--- config.mk ---
export PLATFORM = sky130hd
export DESIGN_NAME = lfsr_gen
export DESIGN_NICKNAME = d
export VERILOG_FILES = /design/src/rtl/lfsr_gen.sv
export SDC_FILE = /design/constraint.sdc
export NUM_CORES = 1
export LEC_CHECK = 0
export ABC_AREA = 1
export BUFFER_PORTS_ARGS = -buffer_cell sky130_fd_sc_hd__buf_2
export CORE_MARGIN = 2
export CORE_UTILIZATION = 35
export DETAILED_ROUTE_END_ITERATION = 8
export PLACE_DENSITY_LB_ADDON = 0.25
export SLEW_MARGIN = 5
export SYNTH_ARGS = -nofsm -noshare
export SYNTH_HDL_FRONTEND = slang
export SYNTH_SLANG_ARGS = --single-unit
export TNS_END_PERCENT = 10
--- constraint.sdc ---
create_clock -name Clock -period 2.1 [get_ports Clock]
set_input_delay 0.315 -clock Clock [delete_from_list [all_inputs] [get_ports Clock]]
set_output_delay 0.315 -clock Clock [all_outputs]
set_load 0.01 [all_outputs]
--- src/rtl/lfsr_gen.sv ---
// lfsr_gen: maximal-length XNOR Fibonacci LFSR, 3..16 bits.
// Step enable, guarded seed load, narrow random slice, wrap pulse.
module lfsr_gen #(
    parameter int WIDTH = 10,
    parameter int OUT_W = 2
) (
    input  logic             Clock,
    input  logic             Reset,
    input  logic             Enable,
    input  logic             Load,
    input  logic [WIDTH-1:0] Seed,
    output logic [WIDTH-1:0] Q,
    output logic [OUT_W-1:0] Rand,
    output logic             Wrap,
    output logic             SeedErr
);

    if (WIDTH < 3 || WIDTH > 16) begin : g_bad_width
        $error("lfsr_gen: WIDTH must be 3..16");
    end
    if (OUT_W < 1 || OUT_W > WIDTH) begin : g_bad_outw
        $error("lfsr_gen: OUT_W must be 1..WIDTH");
    end

    // Tap masks, bit index = tap - 1.
    function automatic logic [15:0] tap_mask(input int w);
        logic [15:0] m;
        case (w)
            3:       m = 16'h0006;
            4:       m = 16'h000C;
            5:       m = 16'h0014;
            6:       m = 16'h0030;
            7:       m = 16'h0060;
            8:       m = 16'h00B8;
            9:       m = 16'h0110;
            10:      m = 16'h0240;
            11:      m = 16'h0500;
            12:      m = 16'h0829;
            13:      m = 16'h100D;
            14:      m = 16'h2015;
            15:      m = 16'h6000;
            16:      m = 16'hD008;
            default: m = 16'h0000;
        endcase
        return m;
    endfunction

    localparam logic [15:0]      TAP16 = tap_mask(WIDTH);
    localparam logic [WIDTH-1:0] TAPS  = TAP16[WIDTH-1:0];

    logic [WIDTH-1:0] start;
    logic [WIDTH-1:0] q_step;
    logic             fb;
    logic             seed_lock;

    // Next state for one shift; all-ones seed is the lock-up value.
    always_comb begin
        fb        = ~^(Q & TAPS);
        q_step    = {Q[WIDTH-2:0], fb};
        seed_lock = &Seed;
    end

    // State, start capture and one-cycle status pulses.
    always_ff @(posedge Clock) begin
        if (!Reset) begin
            Q       <= '0;
            start   <= '0;
            Wrap    <= 1'b0;
            SeedErr <= 1'b0;
        end else if (Load) begin
            Wrap <= 1'b0;
            if (seed_lock) begin
                Q       <= '0;
                start   <= '0;
                SeedErr <= 1'b1;
            end else begin
                Q       <= Seed;
                start   <= Seed;
                SeedErr <= 1'b0;
            end
        end else if (Enable) begin
            Q       <= q_step;
            Wrap    <= (q_step == start);
            SeedErr <= 1'b0;
        end else begin
            Wrap    <= 1'b0;
            SeedErr <= 1'b0;
        end
    end

    assign Rand = Q[OUT_W-1:0];

endmodule

# Word-level counts from Yosys, hierarchy flattened
# Index checks and enable logic that the tools add are counted.
[word_totals]
output_inout_bits = 14
input_bits = 14
reg_bits = 22
elab_cells = 16
[op_classes]
mux = 4
eq_ne = 1
reduce_logical = 5
bitwise_logic = 2
[op_table]
columns = ["cell", "n"]
rows = [
  ["2-to-1 mux 10 bit", 3],
  ["== test 10 bit", 1],
  ["AND reduction 10 bit", 1],
  ["XNOR reduction 10 bit", 1],
  ["OR reduction 3 bit", 1],
  ["inverter 1 bit", 2],
  ["AND reduction 2 bit", 1],
  ["nonzero test 2 bit", 1],
  ["2-to-1 mux 1 bit", 1],
]

# Depth between registers and ports, before layout
# Gate-level depths: netlist (run 1).
[logic_depth]
depth_word = 3
ltp_mapped = 7
mapped_depth_nobuf = 7

# Worst setup path before layout (run 1)
# OpenSTA, ideal clock, no wires.
[synth_timing]
path_type = "input port to flip-flop"
start = "input port Seed[4]"
end = "register start[0]"
setup_slack_ns = 1.169
path_buffers = 1
arrival_time_ns = 0.799
setup_ns = 0.132
required_time_ns = 1.968
cell_stages = 6
path_cell_list = "nand2_1 -> nor2_1 -> nand3_1 -> buf_6 -> nand2_1 -> a21oi_1"
[synth_via]
elab_chain_len = 2
[synth_lines]
columns = ["item", "line_no", "rtl"]
rows = [
  ["start, declared", "11", "input logic [WIDTH-1:0] Seed,"],
  ["AND reduction 10 bit", "60", "seed_lock = &Seed;"],
  ["2-to-1 mux 10 bit", "72", "if (seed_lock) begin"],
  ["end signal, assigned", "67", "start <= '0;"],
  ["end signal, assigned", "74", "start <= '0;"],
  ["end signal, assigned", "78", "start <= Seed;"],
  ["end, declared", "51", "logic [WIDTH-1:0] start;"],
]
# No other way between the ends.
# A chain may end at the register's enable or synchronous reset.

# Worst setup path after layout (run 1)
[layout_timing]
start = "register Q[6]"
end = "output port Q[6]"
[layout_lines]
columns = ["item", "line_no", "rtl"]
rows = [
  ["start, declared", "12", "output logic [WIDTH-1:0] Q,"],
  ["start signal, assigned", "82", "Q <= q_step;"],
]
# No word-level cell between the ends.

==> metrics.md, run 1 <==
| Metric | Value |
|---|---|
| WL per Instance | `10.7 µm` |
| Die Wd | `59.9 µm` |
| TritonRoute pass-1 iters | `6` |
| Worst Hold Depth | `3` |
| CP Launch Type | `flop` |
| Core area | `3000 µm²` |
| Mapped Area | `1090 µm²` |
| Crit path cell chain | `buf_2` |
| Tot Pwr | `0.000839 W` |
| Yosys cell types | `16` |
| Synth Register Bits | `22` |
| Die Y | `59.9 µm` |
| Number of DRC markers in iteration 0 | `33` |
| Worst setup EP type | `primary output` |
| CP Depth | `1` |
| H-Tree Depth | `1` |
| Final wirelength | `2400 µm` |
| Power Dens Cells | `665 nW/µm²` |
| Slew Limit Fails | `0` |
| Int Pwr | `0.000605 W` |
| Worst Path Required | `1.78 ns` |
| Worst Hold Class | `in2reg` |
| Fin. Hold Viols | `0` |
| Sw Ratio | `27.9%` |
| Clk_skew | `0.00439 ns` |
| Final instance area | `1260 µm²` |
| Sequential-to-total area share from yosys stat | `40.3%` |
| Routed via count | `1067` |
| Largest net degree at the start of global routing | `17` |
| Max stage delay on crit path | `0.44 ns` |
| Leading area contributor after synthesis | `dfxtp_1` |
| Most frequent cells in the layout | `nand2_1 (53), buf_2 (27), inv_1 (23)` |
| Most common cell after layout, fill and taps aside | `nand2_1` |
| Mean Syn Cell Area | `6.47 µm²` |
| Ys Warns | `0` |
| Main combinational cell family by area after synthesis | `simple AND/OR/NAND/NOR gates` |
| I/O pins | `28` |
| CTS tree | `yes` |
| Max FO, Critical Path | `6` |
| Peak VDD IR | `0.181 mV` |
| RSZ-0062 raised after global routing | `false` |
| Top cell type's share of synthesized area | `40.3%` |
| Net switching power | `0.000234 W` |
| Top cells by area, synth | `dfxtp_1 (40%), nand2_1 (18%), o21ai_0 (9.6%)` |
| Worst setup margin | `0.871 ns` |
| Final Setup Violations | `0` |
| Post-Synth Adder-Cell Area | `0%` |
| Number of global-route vias before repair | `941` |
| Share of cells above drive strength 1 | `17.7%` |
| GRT Total Usage | `15.1%` |
| P&R area growth vs syn | `15.3%` |
| Clock Sink Count | `22` |
| Period minus WS final | `1.23 ns` |
| Cell Area, Placed | `1220 µm²` |
| Routed Antenna Nets | `0` |
| Vias per cell | `4.74` |
| Multiplexer area fraction after synthesis | `0%` |
| Power share of the clock group | `27.9%` |
| R2R depth | `7` |
| RD Place Congestion | `0.866` |
| DRC | `0` |
| Fin Setup TNS | `0 ns` |
| Clock root buffer | `clkbuf_4` |
| Synth Instances | `169` |
| Worst slew margin | `73.3%` |
| Port Buf Inserts | `27` |
| Post-DP HPWL | `1820 µm` |
| Total grt overflow | `0` |
| Fmax | `813 MHz` |
| Simple-Gate Fraction of Synth Area | `25.1%` |
| Resize count post-CTS | `0` |
| Clk_lat worst skew | `0.31 ns` |
| Seq pwr share | `55.4%` |
| WS Path Type | `reg2out` |
| Number of max-cap violations | `0` |
| Post-CTS Setup Inserts | `0` |
| Mapped Nets | `183` |
| Worst-margin pin slew | `0.399 ns` |
| Pleak | `0.665 nW` |
| Post-Synth XOR/XNOR Area | `2.40%` |
| Nets | `207` |
| # rows | `20` |
| Initial antenna violation count | `0` |
| Reg clk slew, reported paths | `0.12 ns` |
| ANT cells | `0` |
| First-pass GRT wire length | `4150 µm` |
| WP buf/inv | `1` |
| Starting Density | `36.4%` |
| Crit-path leading delay family | `flip-flops` |
| Worst EP arrival | `0.91 ns` |
| Synth Area in Compound Gates | `19.2%` |
| Die Area | `3590 µm²` |
| CTS Buffer Depth | `2` |
| Hold bufs inserted after CTS | `0` |
| CTS Buf Count | `3` |
| Slowest cell on crit path | `dfxtp_1` |
| Status | `finished, final reports clean` |
| Fin crit share | `58.5%` |
| Combinational share of power | `16.8%` |
| Post-place setup slack | `0.791 ns` |
## worst paths after layout
check | to | startpoint | slack, ns
worst max-delay path | Q[6] | Q[6] | 0.87
worst min-delay path | Q[3] | Reset | 0.33
worst max register to register | Wrap | Q[6] | 1.09
worst min register to register | start[0] | start[0] | 0.48
## logic make-up (layout without fill, tap and decap cells)
logic type / count (synthesis) / in the layout
xor+xnor: 3 / 3
flops: 22 / 22
buf+inv: 33 / 56
compound gates: 42 / 42
simple gates: 69 / 69
## area by class of cell
cell class	instances	area, µm²
sequential	22	440
multi-input combinational	114	510
fill	345	1740
inverter	24	90.1
timing repair buffer	28	143
clock buffer	4	36.3
tap	33	41.3
## synthesized netlist by cell type, drive strengths merged
| cell | n |
|---|---|
| a21oi | 20 |
| buf | 6 |
| clkbuf | 3 |
| dfxtp | 22 |
| inv | 24 |
| nand2 | 53 |
| nand3 | 4 |
| nand3b | 1 |
| nor2 | 10 |
| nor3 | 1 |
| o21ai | 22 |
| xor2 | 3 |
## power groups by stage
stage / Combinational (W) / Clock, W / Sequential (W)
2_1_floorplan: 0.0000915 / 0 / 0.000476
3_3_place_gp: 0.000141 / 0 / 0.000474
3_5_place_dp: 0.000141 / 0 / 0.000475
4_1_cts: 0.000142 / 0.000233 / 0.000465
5_1_grt: 0.000164 / 0.000255 / 0.000470
6_report: 0.000141 / 0.000234 / 0.000465
## flip-flops by register name (all words and copies together) (netlist names)
| register | flops |
|---|---|
| start | 10 |
| Wrap | 1 |
| SeedErr | 1 |
| Q | 10 |
## per-layer routing
layer	vias up	GRT usage, %	part of all wire [%]
li1	571	-	-
met2	28	23.3	45
met5	-	0	0
met4	0	6.67	1.8
met1	463	21.3	48
met3	5	1.52	4.5
## metrics by stage
stage          util, %  hold WS, ns  cells
5_1_grt           42.0        0.337    225
4_1_cts           42.0        0.325    225
3_5_place_dp      40.8        0.468    221
3_3_place_gp      40.8        0.467    221
6_report          42.0        0.326    225
2_1_floorplan        -        0.453    169
No activity file was read; power rests on OpenSTA's default activity.
==> inputs of run 2 (changes only) <==
==> constraint.sdc (replaced) <==
create_clock -name Clock -period 1 [get_ports Clock]
set_input_delay 0.15 -clock Clock [delete_from_list [all_inputs] [get_ports Clock]]
set_output_delay 0.15 -clock Clock [all_outputs]
set_load 0.01 [all_outputs]
==> run 2 against run 1 <==
Register-to-register slack got worse by 1.0 ns. Via count increased by 5.5%. Clock skew about the same. Highest routed layer unchanged. First-iteration DRC count increased by 21%. Critical path depth unchanged. Clock-buffer cell count decreased by 1. Critical endpoint is now Q[0]. Worst setup slack got worse by 0.84 ns.
==> metrics.md, run 2 (synthesis gave the netlist of run 1 again) <==
| Metric | Value |
|---|---|
| Fin. Hold Viols | `0 (unchanged)` |
| WP buf/inv | `1 (unchanged)` |
| RSZ-0062 raised after global routing | `true (was false)` |
| H-Tree Depth | `1 (unchanged)` |
| Number of max-cap violations | `0 (unchanged)` |
| CTS tree | `yes (unchanged)` |
| Worst Path Required | `0.85 ns (was 1.78 ns)` |
| Final instance area | `1390 µm² (was 1260 µm²)` |
| Registers with the most flip-flops | `Q (10), start (10) (unchanged)` |
| DRC | `0 (unchanged)` |
| Worst Hold Class | `in2reg (unchanged)` |
| Largest net degree at the start of global routing | `15 (was 17)` |
| Post-place setup slack | `0.0447 ns (was 0.791 ns)` |
| Clock root buffer | `clkbuf_4 (unchanged)` |
| Post-DP HPWL | `1970 µm (was 1820 µm)` |
| Post-layout util | `46.3% (was 42.0%)` |
| Vias per cell | `4.85 (was 4.74)` |
| Crit-path leading delay family | `flip-flops (unchanged)` |
| Final wirelength | `2480 µm (was 2400 µm)` |
| WL per Instance | `10.7 µm (about the same)` |
| Nets | `214 (was 207)` |
| Cell Area, Placed | `1280 µm² (was 1220 µm²)` |
| Initial antenna violation count | `0 (unchanged)` |
| Max stage delay on crit path | `0.38 ns (was 0.44 ns)` |
| CTS Buffer Depth | `2 (unchanged)` |
| Max FO, Critical Path | `5 (was 6)` |
| Die Wd | `59.9 µm (unchanged)` |
| Routed via count | `1126 (was 1067)` |
| Routed Antenna Nets | `0 (unchanged)` |
| Final Setup Violations | `0 (unchanged)` |
| P&R area growth vs syn | `27.2% (was 15.3%)` |
| Clk_lat worst skew | `0.30 ns (was 0.31 ns)` |
| Crit path cell chain | `buf_2 (unchanged)` |
| Pleak | `0.714 nW (was 0.665 nW)` |
| TritonRoute pass-1 iters | `4 (was 6)` |
| Clk_skew | `0.00455 ns (was 0.00439 ns)` |
| Die Y | `59.9 µm (unchanged)` |
| Clock Sink Count | `22 (unchanged)` |
| Status | `finished, final reports clean (unchanged)` |
| GRT Total Usage | `15.4% (was 15.1%)` |
| Period minus WS final | `0.964 ns` |
| Power Dens Cells | `1430 nW/µm² (was 665 nW/µm²)` |
| Core area | `3000 µm² (unchanged)` |
| CP Launch Type | `flop (unchanged)` |
| Port Buf Inserts | `27 (unchanged)` |
| Number of global-route vias before repair | `968 (was 941)` |
| Tot Pwr | `0.00198 W (was 0.000839 W)` |
| Slowest cell on crit path | `dfxtp_4 (was dfxtp_1)` |
| Most common cell after layout, fill and taps aside | `nand2_1 (unchanged)` |
| Share of cells above drive strength 1 | `29.6% (was 17.7%)` |
| Worst setup EP type | `primary output (unchanged)` |
| Most frequent cells in the layout | `nand2_1 (50), buf_2 (24), inv_1 (22) (was nand2_1 (53), buf_2 (27), inv_1 (23))` |
| Worst setup margin | `0.0355 ns (was 0.871 ns)` |
| I/O pins | `28 (unchanged)` |
| Die Area | `3590 µm² (unchanged)` |
| Fmax | `1040 MHz` |
| RD Place Congestion | `0.746 (was 0.866)` |
| Fin crit share | `96.4%` |
| CTS Buf Count | `3 (unchanged)` |
| Worst-margin pin slew | `0.269 ns (was 0.399 ns)` |
| Peak VDD IR | `0.477 mV (was 0.181 mV)` |
| ANT cells | `0 (unchanged)` |
| Total grt overflow | `0 (unchanged)` |
| Number of DRC markers in iteration 0 | `40 (was 33)` |
| Reg clk slew, reported paths | `0.12 ns (about the same)` |
| WS Path Type | `reg2out (unchanged)` |
| First-pass GRT wire length | `4280 µm (was 4150 µm)` |
| Worst slew margin | `82.0% (was 73.3%)` |
| Slew Limit Fails | `0 (unchanged)` |
| Starting Density | `36.4% (unchanged)` |
| Hold bufs inserted after CTS | `0 (unchanged)` |
| # rows | `20 (unchanged)` |
| Worst EP arrival | `0.81 ns (was 0.91 ns)` |
run 2: changes by cell type in the layout (fill, tap and decap cells not counted), sizes merged:
cell	previous run	this run
buf	28	35
bufinv	0	1
clkbuf	4	3
run 2: final cells by class:
class | count | area, µm²
fillers | 331 | 1610
multi-input cells | 114 | 526
flip-flops and latches | 22 | 468
repair buffers | 35 | 214
inverters | 24 | 90.1
well taps | 33 | 41.3
clock inverters | 1 | 30.0
clock buffers | 3 | 22.5
run 2: report_power, final:
group	total [W]	switching (W)	internal (W)
clock network	0.000668	0.000263	0.000404
registers	0.000981	0.0000513	0.000929
logic	0.000337	0.000189	0.000148
total	0.00198	0.000503	0.00148
run 2: final timing paths:
kind	from	endpoint	slack, ns	cells after the start
max	Q[0]	Q[0]	0.04	1
min	Reset	Q[0]	0.11	3
max reg2reg	Q[9]	Wrap	0.08	6
min reg2reg	start[2]	start[2]	0.48	2
run 2: repair_timing:
action	CTS	global route
endpoints found under the setup margin	11	9
cloned	0	0
resized for setup	9	17
setup buffers	0	0
pin swaps	0	2
run 2: per-layer routing:
metal	global-route usage [%]	wire length, µm	up-vias
li1	-	-	588
met1	22.3	1140	501
met2	24.5	1160	33
met3	1.52	137	4
met4	3.81	40	0
met5	0	0	-
run 2: per-stage QoR:
| stage | hold slack, ns | std cells | TNS (ns) |
|---|---|---|---|
| 6_report | 0.113 | 232 | 0 |
| 5_1_grt | 0.107 | 232 | -0.0256 |
| 4_1_cts | 0.109 | 232 | 0 |
| 3_5_place_dp | 0.448 | 228 | 0 |
| 3_3_place_gp | 0.450 | 228 | 0 |
| 2_1_floorplan | 0.298 | 169 | 0 |
run 2: tightest hold or removal path: stages:
cell,delay (ns)
buf_2,0.12
o21ai_0,0.07
a21oi_1,0.04
